===== src/rtl/charge_state_controller.sv =====
// charge_state_controller: synchronises AWG control lines, counts photon edges inside
// gated windows, classifies each window against latched thresholds and tracks
// sequence position and repeat-until-success attempts.
// Optional window timeout: define CHARGE_CTRL_WIN_TIMEOUT_EN to enable it.
module charge_state_controller #(
    parameter int unsigned CNT_W       = 8,
    parameter int unsigned THR_W       = 8,
    parameter int unsigned SEQ_W       = 6,
    parameter int unsigned ATT_W       = 8,
    parameter int unsigned SYNC_STAGES = 2,
    parameter int unsigned WIN_TIMEOUT = 65535
) (
    input  logic             S_AXI_ACLK,
    input  logic             S_AXI_ARESET,
    input  logic             enable,
    input  logic             soft_reset,
    input  logic             count_on,
    input  logic             photon_in,
    input  logic             seq_tick,
    input  logic [1:0]       mode,
    input  logic [THR_W-1:0] thr_lo,
    input  logic [THR_W-1:0] thr_hi,
    input  logic [ATT_W-1:0] max_attempts,
    output logic             count_start,
    output logic             count_done,
    output logic             thr_hit,
    output logic             give_up,
    output logic [CNT_W-1:0] counts_out,
    output logic [SEQ_W-1:0] seq_pos,
    output logic [ATT_W-1:0] attempts,
    output logic             overflow,
    output logic             timeout,
    output logic [1:0]       state_out
);

    typedef enum logic [1:0] {
        StIdle     = 2'd0,
        StArmed    = 2'd1,
        StCounting = 2'd2,
        StDone     = 2'd3
    } state_t;

    // Synchroniser chain, bit order {seq_tick, photon_in, count_on, soft_reset, enable}
    logic [4:0]                  w_async_in;
    logic [SYNC_STAGES-1:0][4:0] r_sync;
    logic [4:0]                  w_sync;
    // Previous synced level of {seq_tick, photon_in, count_on} for edge detection
    logic [2:0]                  r_edge_prev;

    logic w_en, w_srst, w_con, w_ph, w_tick;
    logic w_con_rise, w_con_fall, w_ph_rise, w_tick_rise;

    state_t           r_state;
    logic [CNT_W-1:0] r_counts;
    logic [SEQ_W-1:0] r_seq;
    logic [ATT_W-1:0] r_attempts;
    logic             r_overflow;
    logic             r_thr_hit;
    logic             r_count_start;
    logic             r_count_done;
    logic             r_give_up;
    logic [1:0]       r_mode;
    logic [THR_W-1:0] r_thr_lo;
    logic [THR_W-1:0] r_thr_hi;

    logic [CNT_W-1:0] w_cnt_next;
    logic             w_cnt_ovf;
    logic [CNT_W-1:0] w_lo_ext;
    logic [CNT_W-1:0] w_hi_ext;
    logic             w_dyn_stop;
    logic             w_normal_end;
    logic             w_timeout_end;
    logic             w_end;
    logic             w_hit;
    logic             w_hit_final;
    logic [ATT_W-1:0] w_att_inc;
    logic             w_give_up;
    logic             w_seq_adv;

    assign w_async_in = {seq_tick, photon_in, count_on, soft_reset, enable};
    assign w_sync     = r_sync[SYNC_STAGES-1];

    assign w_en   = w_sync[0];
    assign w_srst = w_sync[1];
    assign w_con  = w_sync[2];
    assign w_ph   = w_sync[3];
    assign w_tick = w_sync[4];

    assign w_con_rise  = w_con & ~r_edge_prev[0];
    assign w_con_fall  = ~w_con & r_edge_prev[0];
    assign w_ph_rise   = w_ph & ~r_edge_prev[1];
    assign w_tick_rise = w_tick & ~r_edge_prev[2];

    // Shift async inputs through the synchroniser and keep one extra stage for edges
    always_ff @(posedge S_AXI_ACLK or posedge S_AXI_ARESET) begin
        if (S_AXI_ARESET) begin
            r_sync      <= '0;
            r_edge_prev <= '0;
        end else begin
            r_sync      <= {r_sync[SYNC_STAGES-2:0], w_async_in};
            r_edge_prev <= w_sync[4:2];
        end
    end

    // Saturating photon increment; a photon in the window-ending clock is still counted
    assign w_cnt_ovf  = w_ph_rise & (&r_counts);
    assign w_cnt_next = (w_ph_rise && !(&r_counts)) ? r_counts + CNT_W'(1) : r_counts;

    assign w_lo_ext = CNT_W'(r_thr_lo);
    assign w_hi_ext = CNT_W'(r_thr_hi);

    // Dynamic stop looks at the registered count, so it ends the clock after the increment
    assign w_dyn_stop   = (r_mode == 2'b00) && (r_counts >= w_lo_ext);
    assign w_normal_end = w_dyn_stop | w_con_fall;
    assign w_end        = w_normal_end | w_timeout_end;

    // Window classification on the final count
    always_comb begin
        w_hit = 1'b0;
        unique case (r_mode)
            2'b00:   w_hit = (w_cnt_next >= w_lo_ext);
            2'b01:   w_hit = (w_cnt_next >= w_lo_ext) && (w_cnt_next <= w_hi_ext);
            2'b10:   w_hit = (w_cnt_next < w_lo_ext);
            default: w_hit = (w_cnt_next >= w_lo_ext);
        endcase
    end

    assign w_hit_final = w_hit & ~w_timeout_end;
    assign w_att_inc   = (&r_attempts) ? r_attempts : r_attempts + ATT_W'(1);
    assign w_give_up   = (max_attempts != '0) && (w_att_inc == max_attempts);
    assign w_seq_adv   = w_tick_rise & w_en & (r_state != StCounting) & ~w_con_rise;

`ifdef CHARGE_CTRL_WIN_TIMEOUT_EN
    localparam int unsigned WinCntW = $clog2(WIN_TIMEOUT + 1);

    logic [WinCntW-1:0] r_win_cnt;
    logic               r_timeout;

    assign w_timeout_end = (r_state == StCounting) && !w_normal_end &&
                           (r_win_cnt == WinCntW'(WIN_TIMEOUT - 1));
    assign timeout       = r_timeout;

    // Window length counter and sticky timeout flag
    always_ff @(posedge S_AXI_ACLK or posedge S_AXI_ARESET) begin
        if (S_AXI_ARESET) begin
            r_win_cnt <= '0;
            r_timeout <= 1'b0;
        end else if (w_srst) begin
            r_win_cnt <= '0;
            r_timeout <= 1'b0;
        end else if (w_en && r_state == StCounting) begin
            r_win_cnt <= r_win_cnt + WinCntW'(1);
            if (w_timeout_end) begin
                r_timeout <= 1'b1;
            end
        end else begin
            r_win_cnt <= '0;
        end
    end
`else
    logic w_unused_win_timeout;

    assign w_unused_win_timeout = |WIN_TIMEOUT;
    assign w_timeout_end        = 1'b0;
    assign timeout              = 1'b0;
`endif

    // Main FSM with all registered outputs
    always_ff @(posedge S_AXI_ACLK or posedge S_AXI_ARESET) begin
        if (S_AXI_ARESET) begin
            r_state       <= StIdle;
            r_counts      <= '0;
            r_seq         <= '0;
            r_attempts    <= '0;
            r_overflow    <= 1'b0;
            r_thr_hit     <= 1'b0;
            r_count_start <= 1'b0;
            r_count_done  <= 1'b0;
            r_give_up     <= 1'b0;
            r_mode        <= '0;
            r_thr_lo      <= '0;
            r_thr_hi      <= '0;
        end else begin
            r_count_start <= 1'b0;
            r_count_done  <= 1'b0;
            r_give_up     <= 1'b0;
            if (w_srst) begin
                r_state    <= StIdle;
                r_counts   <= '0;
                r_seq      <= '0;
                r_attempts <= '0;
                r_overflow <= 1'b0;
                r_thr_hit  <= 1'b0;
            end else if (!w_en) begin
                // Abandon any window silently; counters keep their values
                r_state <= StIdle;
            end else begin
                if (w_seq_adv) begin
                    r_seq <= r_seq + SEQ_W'(1);
                end
                unique case (r_state)
                    StIdle: begin
                        r_state <= StArmed;
                    end
                    StArmed: begin
                        if (w_con_rise) begin
                            r_state       <= StCounting;
                            r_counts      <= '0;
                            r_count_start <= 1'b1;
                            r_thr_hit     <= 1'b0;
                            r_mode        <= mode;
                            r_thr_lo      <= thr_lo;
                            r_thr_hi      <= thr_hi;
                        end
                    end
                    StCounting: begin
                        r_counts <= w_cnt_next;
                        if (w_cnt_ovf) begin
                            r_overflow <= 1'b1;
                        end
                        if (w_end) begin
                            r_state      <= StDone;
                            r_count_done <= 1'b1;
                            r_thr_hit    <= w_hit_final;
                            if (w_hit_final) begin
                                r_attempts <= '0;
                            end else if (w_give_up) begin
                                r_give_up  <= 1'b1;
                                r_attempts <= '0;
                            end else begin
                                r_attempts <= w_att_inc;
                            end
                        end
                    end
                    default: begin
                        if (!w_con) begin
                            r_state <= StArmed;
                        end
                    end
                endcase
            end
        end
    end

    assign count_start = r_count_start;
    assign count_done  = r_count_done;
    assign thr_hit     = r_thr_hit;
    assign give_up     = r_give_up;
    assign counts_out  = r_counts;
    assign seq_pos     = r_seq;
    assign attempts    = r_attempts;
    assign overflow    = r_overflow;
    assign state_out   = r_state;

endmodule


===== config.mk =====
export PLATFORM = sky130hd
export DESIGN_NAME = charge_state_controller
export DESIGN_NICKNAME = d
export VERILOG_FILES = /design/src/rtl/charge_state_controller.sv
export SDC_FILE = /design/constraint.sdc
export NUM_CORES = 1
export LEC_CHECK = 0
export ABC_AREA = 0
export CAP_MARGIN = 5
export CORE_UTILIZATION = 45
export CTS_CLUSTER_SIZE = 25
export DETAILED_ROUTE_END_ITERATION = 8
export HOLD_SLACK_MARGIN = 0.05
export PLACE_DENSITY = 0.69
export SLEW_MARGIN = 30
export SYNTH_ARGS = -nofsm -noshare
export SYNTH_HDL_FRONTEND = slang
export SYNTH_SLANG_ARGS = --single-unit

===== constraint.sdc =====
create_clock -name S_AXI_ACLK -period 4.7 [get_ports S_AXI_ACLK]
set_clock_uncertainty 0.2 [all_clocks]
set_input_delay 1.41 -clock S_AXI_ACLK [delete_from_list [all_inputs] [get_ports S_AXI_ACLK]]
set_output_delay 1.41 -clock S_AXI_ACLK [all_outputs]
set_load 0.01 [all_outputs]

==> results.tsv <==
metric	value	unit
critical_path.top_delay_family	simple AND/OR/NAND/NOR gates	
num_vias	3336	
initial_core_util	46.3	%
wirelength	9390	um
clk_path_buf_depth	2	
clkTransAtPathRegs	0.08	ns
power.switching	0.000386	W
synth-edff-count	0	
path_max_fanout	16	
yosys_most_used_dff	dfrtp_1	
coreArea	0.00822	mm^2
p_sw_share	29.5	%
leakagePower	2.05	nW
numPortBuffers	61	
die_height	94.0	um
endpoint_kind	flop	
post_cts_buffers	0	
hold_path_class	flop to flop	
hold_violations	0	
drt_iter0_drc	184	
synth_seq_area_share	39.5	%
track_usage	23.2	%
finalSetupViolCount	0	
cap_viol_max_count	0	
slowest_stage	nor4_4	
die_w	94.0	um
detailedRoute.firstPassIterationCount	4	
slew_viol_final	0	
grt_overflow	0	
area_growth	23.2	%
ys_async_sr_fraction	100	%
cts_buffers	9	
clkPwrFrac	36.2	%
relSlewSlack	47.6	%
cp_num_cells	15	
crit_chain	ha_1, and3_1, and3_1, a31oi_1, and4_1, and3_1, xor2_1, ha_1, a21oi_1, o21ai_0, a31oi_1, a211oi_1, nor4_4, o311ai_0, a21oi_1	
critical_path.most_common_cell	and3_1	
synth_area_leaders	dfrtp_1, ha_1, o21ai_0	
hold_slack	0.146	ns
ant_nets	0	
ys_top_cells_by_count	dfrtp_1, nand2_1, o21ai_0, ha_1, inv_1	
min_period_over_period	93.2	%
seq_power_share	44.8	%
grt_pass1_wl	15700	um
diodes	0	
rows	33	
drive_gt1_share	6.24	%
hold_depth	0	
yosys.area.top_type	dfrtp_1	
synth_cells	419	
post_synth_num_cell_types	61	
post-route-util	57.1	%
syn-num-nets	485	
synth_top_area_share	39.5	%
cp.buffers_inverters	0	
dieArea	0.00883	mm^2
place_hpwl	6930	um
power_density	279	mW/mm^2
grt_start_max_net_pins	53	
yosys_warnings	0	
min_period	4.38	ns
critPathKind	flop to flop	
ff2ff_path_depth	15	
antenna_found_initial	0	
io_pins	63	
cts_tree	done	
vdd_drop_max	0.231	mV
worstSetupStartpointType	flop	
cts-htree-levels	3	
critPathArrivalTime	4.44	ns
p_int	0.000922	W
status	complete, no violations	
routabilityCongestion	0.933	
slowest_delay	0.72	ns
cp.required	4.76	ns
hold_buffers	0	
grt_pass1_vias	3237	
drc	0	
wl_per_cell	16.0	um
nets	542	
synth_area	0.00380	mm^2
cts_sinks	60	
synth.most_common_cell	dfrtp_1	
cts_resized	0	
clockRootBuffer	clkbuf_8	
tightest_slew	0.786	ns
clk_latency	0.35	ns
synth_seq_cells	60	
setup_tns	0	ns
vias_per_cell	5.69	
postSynthAreaPerCell	9.08	um^2
timing.fmax	228	MHz
rsz0062_at_grt	no	
pwr-share-comb	18.9	%
worst reg2reg max path, delay by kind of cell, from the launching register on:
family | cells | cell delay (ns)
and+or+nand+nor | 5 | 1.63
AOI/OAI and AO/OA | 7 | 1.23
adders and majority gates | 2 | 0.54
DFF | 1 | 0.47
xor gates and xnor gates | 1 | 0.23
worst paths after layout:
| check | startpoint | end | slack (ns) |
|---|---|---|---|
| worst max-delay path | counts_out[1] | attempts[6] | 0.32 |
| worst min-delay path | r_sync[2] | w_sync[2] | 0.15 |
| worst max register to register | counts_out[1] | attempts[6] | 0.32 |
| worst min register to register | r_sync[2] | w_sync[2] | 0.15 |
| max in group asynchronous | S_AXI_ARESET | attempts[0] | 2.47 |
| min in group asynchronous | S_AXI_ARESET | seq_pos[5] | 1.29 |
per-layer routing:
metal  vias up  global-route usage (%)  routed length, um  part of all wire (%)
li1       1631                       -                  -                     -
met1      1569                    30.3               4260                    45
met2       112                    36.6               4290                    46
met3        24                    4.53                486                   5.2
met4         0                    11.8                345                   3.7
met5         -                       0                  0                     0
cells in the final DEF, fill, tap and decap left out, types with 3 or more instances in the layout:
cell / netlist / layout
buf_4: 4 / 3
ha_1: 33 / 33
mux2_2: 4 / 4
nand2b_1: 9 / 9
clkdlybuf4s50_1: 0 / 61
or4_1: 3 / 3
a211oi_1: 3 / 3
o31ai_1: 5 / 5
clkinv_4: 0 / 3
inv_1: 32 / 31
xnor2_1: 11 / 11
a21oi_1: 22 / 22
nand3_1: 13 / 13
clkbuf_8: 0 / 9
o2111ai_1: 3 / 3
a31oi_1: 11 / 11
o21ai_0: 35 / 35
nor2_1: 25 / 24
nand4_1: 8 / 8
dfrtp_1: 60 / 60
and4_1: 4 / 4
o211ai_1: 6 / 6
and3_1: 10 / 10
xor2_1: 5 / 5
nand2_1: 46 / 46
nor2b_1: 4 / 4
o21bai_1: 4 / 4
power by group through the flow:
stage	registers, W	clock network (W)	logic [W]
2_1_floorplan	0.000591	0	0.000160
3_3_place_gp	0.000596	0	0.000238
3_5_place_dp	0.000597	0	0.000246
4_1_cts	0.000587	0.000481	0.000249
5_1_grt	0.000593	0.000505	0.000284
6_report	0.000586	0.000474	0.000248
layout make-up:
type / instances / area [um^2]
fill: 730 / 3530
multi-input combinational: 309 / 2100
sequential: 60 / 1500
inverter: 32 / 123
tap: 105 / 131
timing repair buffer: 64 / 633
clock buffer: 9 / 124
clock inverter: 7 / 75.1
kinds of logic after synthesis:
logic type | synth area share [%]
compound gates | 20.0
xor+xnor | 3.68
fa+ha+maj | 10.9
buf+inv | 5.72
flops | 39.5
mux | 1.71
other cells | 0.0986
simple gates | 18.4
stage by stage:
step / power (W) / instance area [um^2] / instances / worst slack (ns)
after floorplan: 0.000752 / 3800 / 419 / 0.705
after global placement: 0.000833 / 4470 / 570 / 0.225
after detailed placement: 0.000843 / 4490 / 570 / 0.361
after CTS: 0.00132 / 4690 / 586 / 0.347
after global routing: 0.00138 / 4690 / 586 / 0.0660
final: 0.00131 / 4690 / 586 / 0.320
flip-flops by register name, summed over array words and instances (netlist names), 2 cells and up:
| name | cells |
|---|---|
| attempts | 8 |
| counts_out | 8 |
| r_thr_hi | 8 |
| r_thr_lo | 8 |
| seq_pos | 6 |
| r_sync | 5 |
| w_sync | 5 |
| r_edge_prev | 3 |
| r_mode | 2 |
| state_out | 2 |
(Power assumes the default switching activity.)
